File: src/rtl/fetch_prefetch_unit.sv
// Instruction-fetch front end: sequential word prefetch into a small {pc, instr} FIFO
// feeding decode, with branch redirect that flushes the FIFO and drops stale responses.
module fetch_prefetch_unit #(
  parameter int unsigned DEPTH    = 4,
  parameter logic [31:0] RESET_PC = 32'h0000_0000
) (
  input  logic        clk,
  input  logic        rst_n,
  input  logic        redirect_valid,
  input  logic [31:0] redirect_pc,
  output logic        imem_req_valid,
  input  logic        imem_req_ready,
  output logic [31:0] imem_req_addr,
  input  logic        imem_rsp_valid,
  input  logic [31:0] imem_rsp_data,
  output logic        if_valid,
  input  logic        if_ready,
  output logic [31:0] if_pc,
  output logic [31:0] if_instr
);

  localparam int unsigned PW = $clog2(DEPTH);
  localparam int unsigned CW = $clog2(DEPTH + 1);
  localparam logic [CW:0]   DEPTH_C = (CW+1)'(DEPTH);
  localparam logic [CW-1:0] CNT_ONE = CW'(1);
  localparam logic [PW-1:0] PTR_ONE = PW'(1);

  logic [31:0]   fetch_pc_reg;
  logic [31:0]   rsp_pc_reg;
  logic [CW-1:0] count_reg;
  logic [CW-1:0] in_flight_reg;
  logic [CW-1:0] drop_cnt_reg;
  logic [PW-1:0] rd_ptr_reg;
  logic [PW-1:0] wr_ptr_reg;
  logic [31:0]   pc_mem    [DEPTH];
  logic [31:0]   instr_mem [DEPTH];

  logic [CW:0]   occupancy;
  logic          space_avail;
  logic          req_fire;
  logic          rsp_fire;
  logic          rsp_drop;
  logic          push;
  logic          pop;
  logic [CW-1:0] req_inc;
  logic [CW-1:0] rsp_dec;
  logic [CW-1:0] push_inc;
  logic [CW-1:0] pop_dec;
  logic [31:0]   redirect_target;

  // In-flight requests reserve FIFO slots, so a response can always be pushed.
  assign occupancy   = {1'b0, count_reg} + {1'b0, in_flight_reg};
  assign space_avail = occupancy < DEPTH_C;

  assign imem_req_valid = rst_n && !redirect_valid && space_avail;
  assign imem_req_addr  = fetch_pc_reg;
  assign req_fire       = imem_req_valid && imem_req_ready;

  // A response with nothing outstanding is a protocol error and is ignored.
  assign rsp_fire = imem_rsp_valid && (in_flight_reg != '0);
  assign rsp_drop = rsp_fire && (drop_cnt_reg != '0);
  assign push     = rsp_fire && !rsp_drop && !redirect_valid;

  assign if_valid = (count_reg != '0);
  assign pop      = if_valid && if_ready && !redirect_valid;
  assign if_pc    = if_valid ? pc_mem[rd_ptr_reg]    : 32'd0;
  assign if_instr = if_valid ? instr_mem[rd_ptr_reg] : 32'd0;

  assign req_inc  = {{(CW-1){1'b0}}, req_fire};
  assign rsp_dec  = {{(CW-1){1'b0}}, rsp_fire};
  assign push_inc = {{(CW-1){1'b0}}, push};
  assign pop_dec  = {{(CW-1){1'b0}}, pop};

  assign redirect_target = redirect_pc & ~32'h0000_0003;

  always_ff @(posedge clk) begin
    if (!rst_n) begin
      fetch_pc_reg  <= RESET_PC;
      rsp_pc_reg    <= RESET_PC;
      count_reg     <= '0;
      in_flight_reg <= '0;
      drop_cnt_reg  <= '0;
      rd_ptr_reg    <= '0;
      wr_ptr_reg    <= '0;
    end else if (redirect_valid) begin
      // Every outstanding request, including already-pending drops, becomes stale.
      fetch_pc_reg  <= redirect_target;
      rsp_pc_reg    <= redirect_target;
      count_reg     <= '0;
      rd_ptr_reg    <= '0;
      wr_ptr_reg    <= '0;
      in_flight_reg <= in_flight_reg - rsp_dec;
      drop_cnt_reg  <= in_flight_reg - rsp_dec;
    end else begin
      if (req_fire) begin
        fetch_pc_reg <= fetch_pc_reg + 32'd4;
      end
      if (push) begin
        rsp_pc_reg <= rsp_pc_reg + 32'd4;
        wr_ptr_reg <= wr_ptr_reg + PTR_ONE;
      end
      if (pop) begin
        rd_ptr_reg <= rd_ptr_reg + PTR_ONE;
      end
      if (rsp_drop) begin
        drop_cnt_reg <= drop_cnt_reg - CNT_ONE;
      end
      count_reg     <= count_reg + push_inc - pop_dec;
      in_flight_reg <= in_flight_reg + req_inc - rsp_dec;
    end
  end

  always_ff @(posedge clk) begin
    if (push) begin
      pc_mem[wr_ptr_reg]    <= rsp_pc_reg;
      instr_mem[wr_ptr_reg] <= imem_rsp_data;
    end
  end

  rsp_without_request: assert property (@(posedge clk) disable iff (!rst_n)
    !(imem_rsp_valid && (in_flight_reg == '0)));

endmodule

File: config.mk
export PLATFORM = sky130hd
export DESIGN_NAME = fetch_prefetch_unit
export DESIGN_NICKNAME = d
export VERILOG_FILES = /design/src/rtl/fetch_prefetch_unit.sv
export SDC_FILE = /design/constraint.sdc
export NUM_CORES = 1
export LEC_CHECK = 0
export CAP_MARGIN = 10
export CORE_MARGIN = 2
export CORE_UTILIZATION = 45
export DETAILED_ROUTE_END_ITERATION = 7
export PLACE_DENSITY = 0.67
export SLEW_MARGIN = 20
export SYNTH_ARGS = -nofsm -noshare
export SYNTH_HDL_FRONTEND = slang
export SYNTH_SLANG_ARGS = --single-unit
File: constraint.sdc
create_clock -name clk -period 5.7 [get_ports clk]
set_input_delay 0.57 -clock clk [delete_from_list [all_inputs] [get_ports clk]]
set_output_delay 0.57 -clock clk [all_outputs]
set_load 0.03 [all_outputs]
==> results of run 1 <==
-- kinds of logic after synthesis --
kind of cell / after synthesis / synth area share
other cells: 1 / 0.0002822
xor+xnor: 60 / 0.03955
compound gates: 106 / 0.04397
simple gates: 209 / 0.09557
fa+ha+maj: 18 / 0.01808
buf+inv: 65 / 0.02137
flops: 323 / 0.6734
mux: 65 / 0.1077
-- stage by stage --
stage	hold WS (ps)	util	instance area (sq um)	power (mW)
finish	517.3	0.5680	16390	5.551
global route	536.6	0.5680	16390	5.775
CTS	512.8	0.5680	16390	5.620
detailed placement	499.0	0.5292	15270	3.414
global placement	488.0	0.5292	15270	3.402
floorplan	460.1	-	13300	3.168
-- per-layer routing --
| metal | up-vias | part of all wire | GRT usage |
|---|---|---|---|
| met3 | 34 | 0.054 | 0.03506 |
| met1 | 3805 | 0.46 | 0.2524 |
| met4 | 0 | 0.015 | 0.04167 |
| met5 | - | 0 | 0 |
| li1 | 3561 | - | - |
| met2 | 224 | 0.47 | 0.2925 |
-- final cells by class --
type / count / area [sq um] / share of cell area
Tap cell: 384 / 480.5 / 0.02931
Clock buffer: 49 / 991.0 / 0.06045
Clock inverter: 12 / 128.9 / 0.007862
Sequential cell: 323 / 8956 / 0.5464
Timing Repair Buffer: 170 / 1679 / 0.1024
Multi-Input combinational cell: 462 / 4081 / 0.2490
Inverter: 20 / 75.07 / 0.004580
-- how the worst max path moves through the flow --
stage / endpoint / depth (start not counted)
after floorplan: in_flight_reg[2]$_SDFF_PN0_ / 14
after global placement: in_flight_reg[2]$_SDFF_PN0_ / 12
after detailed placement: in_flight_reg[2]$_SDFF_PN0_ / 12
after CTS: if_instr[11] / 4
after global routing: if_instr[11] / 4
final: if_instr[11] / 4
-- where the power goes --
group | switching, mW | internal, mW
Combinational | 0.344 | 0.276
Clock | 0.852 | 1.34
Sequential | 0.0809 | 2.66
-- critical path: stages (launching register included) --
cell and delay (ps):
sky130_fd_sc_hd__dfxtp_4 700, sky130_fd_sc_hd__buf_4 480, sky130_fd_sc_hd__mux4_2 560, sky130_fd_sc_hd__nor2b_1 150, sky130_fd_sc_hd__clkdlybuf4s50_1 620
-- layout by cell type (no fill, tap or decap), types with 5 or more instances in the layout --
cell	Yosys	final
sky130_fd_sc_hd__nor3_1	7	6
sky130_fd_sc_hd__buf_4	6	9
sky130_fd_sc_hd__nand2_1	26	26
sky130_fd_sc_hd__xnor2_1	18	18
sky130_fd_sc_hd__ha_1	16	16
sky130_fd_sc_hd__o21ai_0	36	36
sky130_fd_sc_hd__clkinv_1	1	7
sky130_fd_sc_hd__nor2b_1	66	66
sky130_fd_sc_hd__clkbuf_1	30	10
sky130_fd_sc_hd__a21oi_1	53	53
sky130_fd_sc_hd__clkbuf_16	0	37
sky130_fd_sc_hd__dfxtp_1	75	73
sky130_fd_sc_hd__nor2_1	16	16
sky130_fd_sc_hd__a31oi_1	5	5
sky130_fd_sc_hd__inv_1	19	19
sky130_fd_sc_hd__nand4_1	29	29
sky130_fd_sc_hd__clkdlybuf4s50_1	0	161
sky130_fd_sc_hd__and3_1	10	10
sky130_fd_sc_hd__nand3_1	18	18
sky130_fd_sc_hd__mux4_2	62	62
sky130_fd_sc_hd__xor2_1	42	42
sky130_fd_sc_hd__edfxtp_1	248	248
==> results.ini, run 1 <==
[global_routing]
initial_antenna_violation_count = 0
remaining_global_route_overflow = 0
overall_global_routing_resource_usage = 0.1798
grt_first_pass_wirelength_um = 43140
first_global_vias = 7777
maximum_number_of_pins_on_one_net_before_global_route_repair = 63

[sta]
layout_min_cycle_time_ps = 3609
timing.max_slew.rel_slack = 0.3337
final-hold-violation-count = 0
min_period_over_period = 0.6332
setup_repair_after_global_routing_missed_its_margin = false
setup-violations-final = 0
timing.final.max_slew_violations = 0
finalWorstSetupSlack_ps = 2091
fin_worst_skew_ps = 11.88
fmax_achieved_mhz = 277.1
worst_tran_pin_value_ps = 999.4
finalSetupTns_ps = 0

[die]
io_pins = 168
die_h_um = 175.8
floorplan.die_area_sq_um = 30920
floorplan.die.width_um = 175.8
rows = 62
core_area_sq_um = 28860
floorplan.initialDensity = 0.4605

[logic_synthesis]
synth.top_cells.by_area = sky130_fd_sc_hd__edfxtp_1, sky130_fd_sc_hd__dfxtp_1, sky130_fd_sc_hd__mux4_2, sky130_fd_sc_hd__nor2b_1, sky130_fd_sc_hd__xor2_1
synthCells = 847
ys.flop_type = sky130_fd_sc_hd__edfxtp_1
post_synth_edffs = 248
synth_top_cells_by_count = sky130_fd_sc_hd__edfxtp_1, sky130_fd_sc_hd__dfxtp_1, sky130_fd_sc_hd__nor2b_1, sky130_fd_sc_hd__mux4_2, sky130_fd_sc_hd__a21oi_1
synth.top_cell.area_share = 0.5605
synth_sequential_area_ratio = 0.6734
synth.ff_latch_count = 323
async_flop_share = 0
syn_area_per_cell_sq_um = 15.69
synth_top_area_cell = sky130_fd_sc_hd__edfxtp_1
yosys.cell_types.count = 49
ys_warn_count = 0
synth.cell_area_sq_um = 13290
synthMostInstantiatedCell = sky130_fd_sc_hd__edfxtp_1

[job]
maxCapViolCount = 0

[worst_hold_path]
min-delay-path-class = flip-flop to flip-flop
worstHoldPathCells = 2
min_from = wr_ptr_reg[1]$_SDFFE_PP0P_
worstHoldEndpoint = wr_ptr_reg[1]$_SDFFE_PP0P_

[cts]
cts_setup_buffers = 0
cts_tree = built
clk_root_buffer_cell = sky130_fd_sc_hd__clkbuf_16
postCtsHoldBufs = 0
clk_path_buf_depth = 3
clock_insertion_delay_worst_skew_ps = 500
clk_pin_slew_worst_setup_hold_paths_ps = 60
cts.sinks = 323
numCtsBuffers = 34
cts-resized-gates = 0
htree_levels = 2

[placement]
placedCellCount = 1359
dp_slack_ps = 1942
dpl.hpwl_um = 16430
place.port_buffers = 161
gpl.final_weighted_congestion = 0.7944

[worst_setup_path]
worst_ep_arrival_time_ps = 3040
r2r-start = in_flight_reg[1]$_SDFF_PN0_
crit_path_start_kind = flip-flop
path_class = flip-flop to output pin
crit-reg2reg-capture = in_flight_reg[2]$_SDFF_PN0_
worst-r2r-cell-count = 12
worst-r2r-setup-slack_ps = 2810
required_ps = 5130
cp_max_fo = 26
worstSetupEndpointType = output pin

[detailed_routing]
vias_per_cell = 5.369
drt-pass1-iter-count = 5
routed_wl_um = 27270
post-route-drc-count = 0
first_iter_violations = 552
num_vias = 7624
detail-route-antenna-nets = 0
routed_wire_length_per_instance_um = 19.20

[layout]
post_route_cells_drive_above_1_share = 0.1322
flip_flop_count_of_the_largest_register_after_layout = 128
filler_cell_count = 2321
biggestRegsByFlops = instr_mem x128, pc_mem x120
antenna_cells = 0
registers.top_by_ff_count = instr_mem
final_cell_count_no_fill = 1420
area.growth.synth_to_final_pct = 23.36
fin_nets = 1099

[pwr]
pwr_density_cell_nw_per_um2 = 338.7
worst_ir_drop_vdd_uv = 176.0
power_leakage_nw = 5.254

[status]
run_status = complete, no violations

No activity file was read; power rests on OpenSTA's default activity.
==> run 2: changes to the inputs <==
--- a/config.mk
+++ b/config.mk
@@ -9,7 +9,7 @@
 export CORE_MARGIN = 2
 export CORE_UTILIZATION = 45
 export DETAILED_ROUTE_END_ITERATION = 7
-export PLACE_DENSITY = 0.67
+export PLACE_DENSITY = 0.7
 export SLEW_MARGIN = 20
 export SYNTH_ARGS = -nofsm -noshare
 export SYNTH_HDL_FRONTEND = slang
==> constraint.sdc (replaced) <==
create_clock -name clk -period 3.23 [get_ports clk]
set_input_delay 0.323 -clock clk [delete_from_list [all_inputs] [get_ports clk]]
set_output_delay 0.323 -clock clk [all_outputs]
set_load 0.03 [all_outputs]
==> results.ini, run 2 (synthesized netlist as in run 1, its figures left out) <==
[worst_setup_path]
cp_max_fo = 25
worstSetupEndpointType = output pin
required_ps = 2910
crit_path_start_kind = flip-flop
path_class = flip-flop to output pin
worst_ep_arrival_time_ps = 2690

[layout]
final_cell_mix = sky130_fd_sc_hd__edfxtp_1, sky130_fd_sc_hd__clkdlybuf4s50_1, sky130_fd_sc_hd__dfxtp_1, sky130_fd_sc_hd__nor2b_1, sky130_fd_sc_hd__mux4_2
most_common_cell_after_layout_fill_and_taps_aside = sky130_fd_sc_hd__edfxtp_1
antenna_cells = 0
biggestRegsByFlops = instr_mem x128, pc_mem x120
stdcell_area_sq_um = 16620
flip_flop_count_of_the_largest_register_after_layout = 128
area.growth.synth_to_final_pct = 25.05
fin_nets = 1121
post_route_cells_drive_above_1_share = 0.1512
registers.top_by_ff_count = instr_mem

[worst_hold_path]
min-delay-path-class = input port to flip-flop

[global_routing]
grt_first_pass_wirelength_um = 43880
overall_global_routing_resource_usage = 0.1820
remaining_global_route_overflow = 0
maximum_number_of_pins_on_one_net_before_global_route_repair = 64
first_global_vias = 7830
initial_antenna_violation_count = 0

[die]
floorplan.initialDensity = 0.4605
rows = 62
floorplan.die_area_sq_um = 30920
io_pins = 168
die_h_um = 175.8
floorplan.die.width_um = 175.8
core_area_sq_um = 28860

[sta]
setup-violations-final = 0
finalSetupTns_ps = 0
layout_min_cycle_time_ps = 3015
timing.max_slew.rel_slack = 0.5459
fmax_achieved_mhz = 331.6
worst_tran_pin_value_ps = 677.4
fin_worst_skew_ps = 20.99
hold-worst-slack_ps = 405.0
finalWorstSetupSlack_ps = 214.5
final-hold-violation-count = 0
min_period_over_period = 0.9336
setup_repair_after_global_routing_missed_its_margin = false
timing.final.max_slew_violations = 0

[pwr]
power_leakage_nw = 5.370
pwr_density_cell_nw_per_um2 = 576.4
fin_total_pwr_mw = 9.577
worst_ir_drop_vdd_uv = 386.6

[placement]
place.port_buffers = 161
dpl.hpwl_um = 18440
detailed_place.area_sq_um = 15600
dp_slack_ps = 344.8
gpl.final_weighted_congestion = 0.7893

[status]
run_status = complete, no violations

[detailed_routing]
detail-route-antenna-nets = 0
num_vias = 7685
routed_wire_length_per_instance_um = 19.50
routed_wl_um = 28120
vias_per_cell = 5.329
first_iter_violations = 536
post-route-drc-count = 0
drt-pass1-iter-count = 7

[cts]
clk_root_buffer_cell = sky130_fd_sc_hd__clkbuf_16
cts-resized-gates = 0
clk_pin_slew_worst_setup_hold_paths_ps = 60
cts_tree = built
cts.sinks = 323
clk_path_buf_depth = 3
postCtsHoldBufs = 0
cts_setup_buffers = 0
htree_levels = 1
numCtsBuffers = 31
clock_insertion_delay_worst_skew_ps = 560

[job]
maxCapViolCount = 0

-- run 2: changes by cell type in the layout (fill, tap and decap cells not counted), sizes merged --
cell	change
buf	+25
clkbuf	-5
bufinv	+1
clkinv	-1
clkinvlp	+1
inv	+1
-- run 2: path summary, 6_finish.rpt --
| check | startpoint | endpoint | slack (ps) | cells after the start |
|---|---|---|---|---|
| setup / recovery | flip-flop | if_instr[19] | 210 | 4 |
| hold / removal | imem_rsp_data[28] | instr_mem[0][28]$_DFFE_PP_ | 410 | 1 |
| setup reg to reg | count_reg[1]$_SDFF_PP0_ | in_flight_reg[2]$_SDFF_PN0_ | 360 | 12 |
| hold reg to reg | wr_ptr_reg[1]$_SDFFE_PP0P_ | wr_ptr_reg[1]$_SDFFE_PP0P_ | 530 | 2 |
-- run 2: stage by stage --
| step | utilization | instances |
|---|---|---|
| 6_report | 0.5758 | 1442 |
| 5_1_grt | 0.5758 | 1442 |
| 4_1_cts | 0.5758 | 1442 |
| 3_5_place_dp | 0.5405 | 1384 |
| 3_3_place_gp | 0.5405 | 1384 |
| 2_1_floorplan | - | 850 |
-- run 2: cell type report --
class                           count  area (sq um)
Clock buffer                       44         844.6
Inverter                           20         75.07
Sequential cell                   323          8956
Clock inverter                     14         173.9
Timing Repair Buffer              195          2004
Tap cell                          384         480.5
Multi-Input combinational cell    462          4081
Fill cell                        2287         12240
-- run 2: worst max-delay path, stage by stage, from the launching register on --
cell	delay [ps]
sky130_fd_sc_hd__dfxtp_4	530
sky130_fd_sc_hd__buf_12	270
sky130_fd_sc_hd__mux4_2	560
sky130_fd_sc_hd__nor2b_1	150
sky130_fd_sc_hd__clkdlybuf4s50_1	600
-- run 2: power breakdown --
part / total, mW / switching, mW / internal [mW] / leakage [nW]
clock network: 3.61 / 1.47 / 2.13 / 0.487
logic: 1.14 / 0.621 / 0.524 / 2.01
registers: 4.83 / 0.141 / 4.68 / 2.88
total: 9.58 / 2.24 / 7.34 / 5.37
-- run 2: metal layers --
metal	vias to the layer above	share of wire	wire [um]	global-route usage
met5	-	0	0	0
met4	0	0.013	352	0.03512
met3	23	0.046	1301	0.02879
met2	192	0.49	13650	0.3031
met1	3862	0.46	12810	0.2569
li1	3608	-	-	-
==> run 3: changes to the inputs <==
--- a/config.mk
+++ b/config.mk
@@ -6,6 +6,7 @@
 export NUM_CORES = 1
 export LEC_CHECK = 0
 export CAP_MARGIN = 10
+export CORE_ASPECT_RATIO = 1.4
 export CORE_MARGIN = 2
 export CORE_UTILIZATION = 45
 export DETAILED_ROUTE_END_ITERATION = 7
==> constraint.sdc (replaced) <==
create_clock -name clk -period 2.5 [get_ports clk]
set_input_delay 0.25 -clock clk [delete_from_list [all_inputs] [get_ports clk]]
set_output_delay 0.25 -clock clk [all_outputs]
set_load 0.03 [all_outputs]
==> results.ini, run 3 (synthesized netlist as in run 1, its figures left out) <==
[status]
run_status = complete, but fails checks
violations = setup timing

[layout]
area.sequential_sq_um = 8959
fin_nets = 1156
post_route_cells_drive_above_1_share = 0.2358
most_common_cell_after_layout_fill_and_taps_aside = sky130_fd_sc_hd__edfxtp_1
filler_cell_count = 2360
stdcell_area_sq_um = 16840
final_cell_mix = sky130_fd_sc_hd__edfxtp_1, sky130_fd_sc_hd__clkdlybuf4s50_1, sky130_fd_sc_hd__dfxtp_1, sky130_fd_sc_hd__nor2b_1, sky130_fd_sc_hd__mux4_2
antenna_cells = 0
flip_flop_count_of_the_largest_register_after_layout = 128
multi_input_area_sq_um = 4125
biggestRegsByFlops = instr_mem x128, pc_mem x120
registers.top_by_ff_count = instr_mem
area.growth.synth_to_final_pct = 26.76

[placement]
detailed_place.area_sq_um = 15650
gpl.final_weighted_congestion = 0.8051
place.port_buffers = 161
dpl.hpwl_um = 17610
dp_slack_ps = -264.9

[detailed_routing]
post-route-drc-count = 0
vias_per_cell = 5.327
first_iter_violations = 407
num_vias = 7830
routed_wire_length_per_instance_um = 19.79
drt-pass1-iter-count = 4
detail-route-antenna-nets = 0
routed_wl_um = 29090

[die]
core_area_sq_um = 29170
rows = 74
floorplan.die.width_um = 149.2
floorplan.initialDensity = 0.4556
die_h_um = 207.3
io_pins = 168
floorplan.die_area_sq_um = 30940

[global_routing]
overall_global_routing_resource_usage = 0.1845
remaining_global_route_overflow = 0
first_global_vias = 8070
initial_antenna_violation_count = 0
maximum_number_of_pins_on_one_net_before_global_route_repair = 57
grt_first_pass_wirelength_um = 44330

[cts]
clock_insertion_delay_worst_skew_ps = 540
cts_tree = built
postCtsHoldBufs = 0
clk_pin_slew_worst_setup_hold_paths_ps = 70
htree_levels = 1
clk_path_buf_depth = 3
clk_root_buffer_cell = sky130_fd_sc_hd__clkbuf_16
cts.sinks = 323
numCtsBuffers = 29

[pwr]
pwr_density_cell_nw_per_um2 = 726.2
worst_ir_drop_vdd_uv = 468.0
power_leakage_nw = 5.717

[worst_setup_path]
worst_ep_arrival_time_ps = 2980
required_ps = 2940
worstSetupEndpointType = flip-flop
cp_max_fo = 2
crit_path_start_kind = flip-flop
path_class = flip-flop to flip-flop

[sta]
layout_min_cycle_time_ps = 2540
fmax_achieved_mhz = 393.7
setup_repair_after_global_routing_missed_its_margin = true
finalWorstSetupSlack_ps = -40.23
min_period_over_period = 1.016
timing.max_slew.rel_slack = 0.6062
finalSetupTns_ps = -40.23
timing.final.max_slew_violations = 0
final-hold-violation-count = 0
worst_tran_pin_value_ps = 588.5
hold-worst-slack_ps = 335.5
fin_worst_skew_ps = 8.517
setup-violations-final = 1

[job]
maxCapViolCount = 0

[worst_hold_path]
min-delay-path-class = input port to flip-flop

run 3: path summary, 6_finish.rpt:
path	from	end	slack, ps	depth (start not counted)
worst max-delay path	count_reg[2]$_SDFF_PP0_	in_flight_reg[2]$_SDFF_PN0_	-40	12
worst min-delay path	imem_rsp_data[3]	instr_mem[1][3]$_DFFE_PP_	340	1
worst min register to register	rsp_pc_reg[18]$_SDFFE_PN0P_	pc_mem[2][18]$_DFFE_PP_	500	0
worst max register to register	count_reg[2]$_SDFF_PP0_	in_flight_reg[2]$_SDFF_PN0_	-40	12
run 3: metrics by stage:
step | power, mW | util | instances
CTS | 12.33 | 0.5710 | 1446
floorplan | 7.219 | - | 850
global placement | 7.846 | 0.5364 | 1390
detailed placement | 7.881 | 0.5364 | 1390
global route | 12.66 | 0.5775 | 1470
finish | 12.23 | 0.5775 | 1470
run 3: cell type report:
type                            count  area share
Timing Repair Buffer              232      0.1342
Clock buffer                       40     0.04672
Sequential cell                   323      0.5319
Multi-Input combinational cell    462      0.2449
Clock inverter                     13    0.009657
Inverter                           20    0.004457
Tap cell                          380     0.02823
run 3: per-layer routing:
metal,vias up,wire length (um),track usage,share of wire
met5,-,0,0,0
met3,28,1211,0.02154,0.042
met2,197,15630,0.3356,0.54
met1,3925,11750,0.2327,0.40
li1,3680,-,-,-
met4,0,501,0.04795,0.017
run 3: critical path: stages, from the launching register on:
cell                      delay [ps]
sky130_fd_sc_hd__dfxtp_2         340
sky130_fd_sc_hd__ha_4            220
sky130_fd_sc_hd__a311o_1         320
sky130_fd_sc_hd__nor4_4          170
sky130_fd_sc_hd__inv_1            90
sky130_fd_sc_hd__ha_1            280
sky130_fd_sc_hd__inv_1            40
sky130_fd_sc_hd__ha_2            160
sky130_fd_sc_hd__fa_2            330
sky130_fd_sc_hd__xor2_1          150
sky130_fd_sc_hd__o21ai_1         140
sky130_fd_sc_hd__xnor2_1         140
sky130_fd_sc_hd__nor2b_1          60
run 3: what timing repair did:
action / 4_1_cts / 5_1_grt
cloned: 2 / 5
resized for setup: 81 / 81
hold endpoints to repair: 0 / 0
setup endpoints to repair: 63 / 56
setup buffers: 1 / 19
pin swaps: 4 / 3
run 3: where the power goes:
group / internal, mW / switching [mW] / leakage (nW)
sequential: 6.05 / 0.170 / 2.88
combinational: 0.698 / 0.843 / 2.38
clock: 2.61 / 1.86 / 0.463
total: 9.36 / 2.87 / 5.72
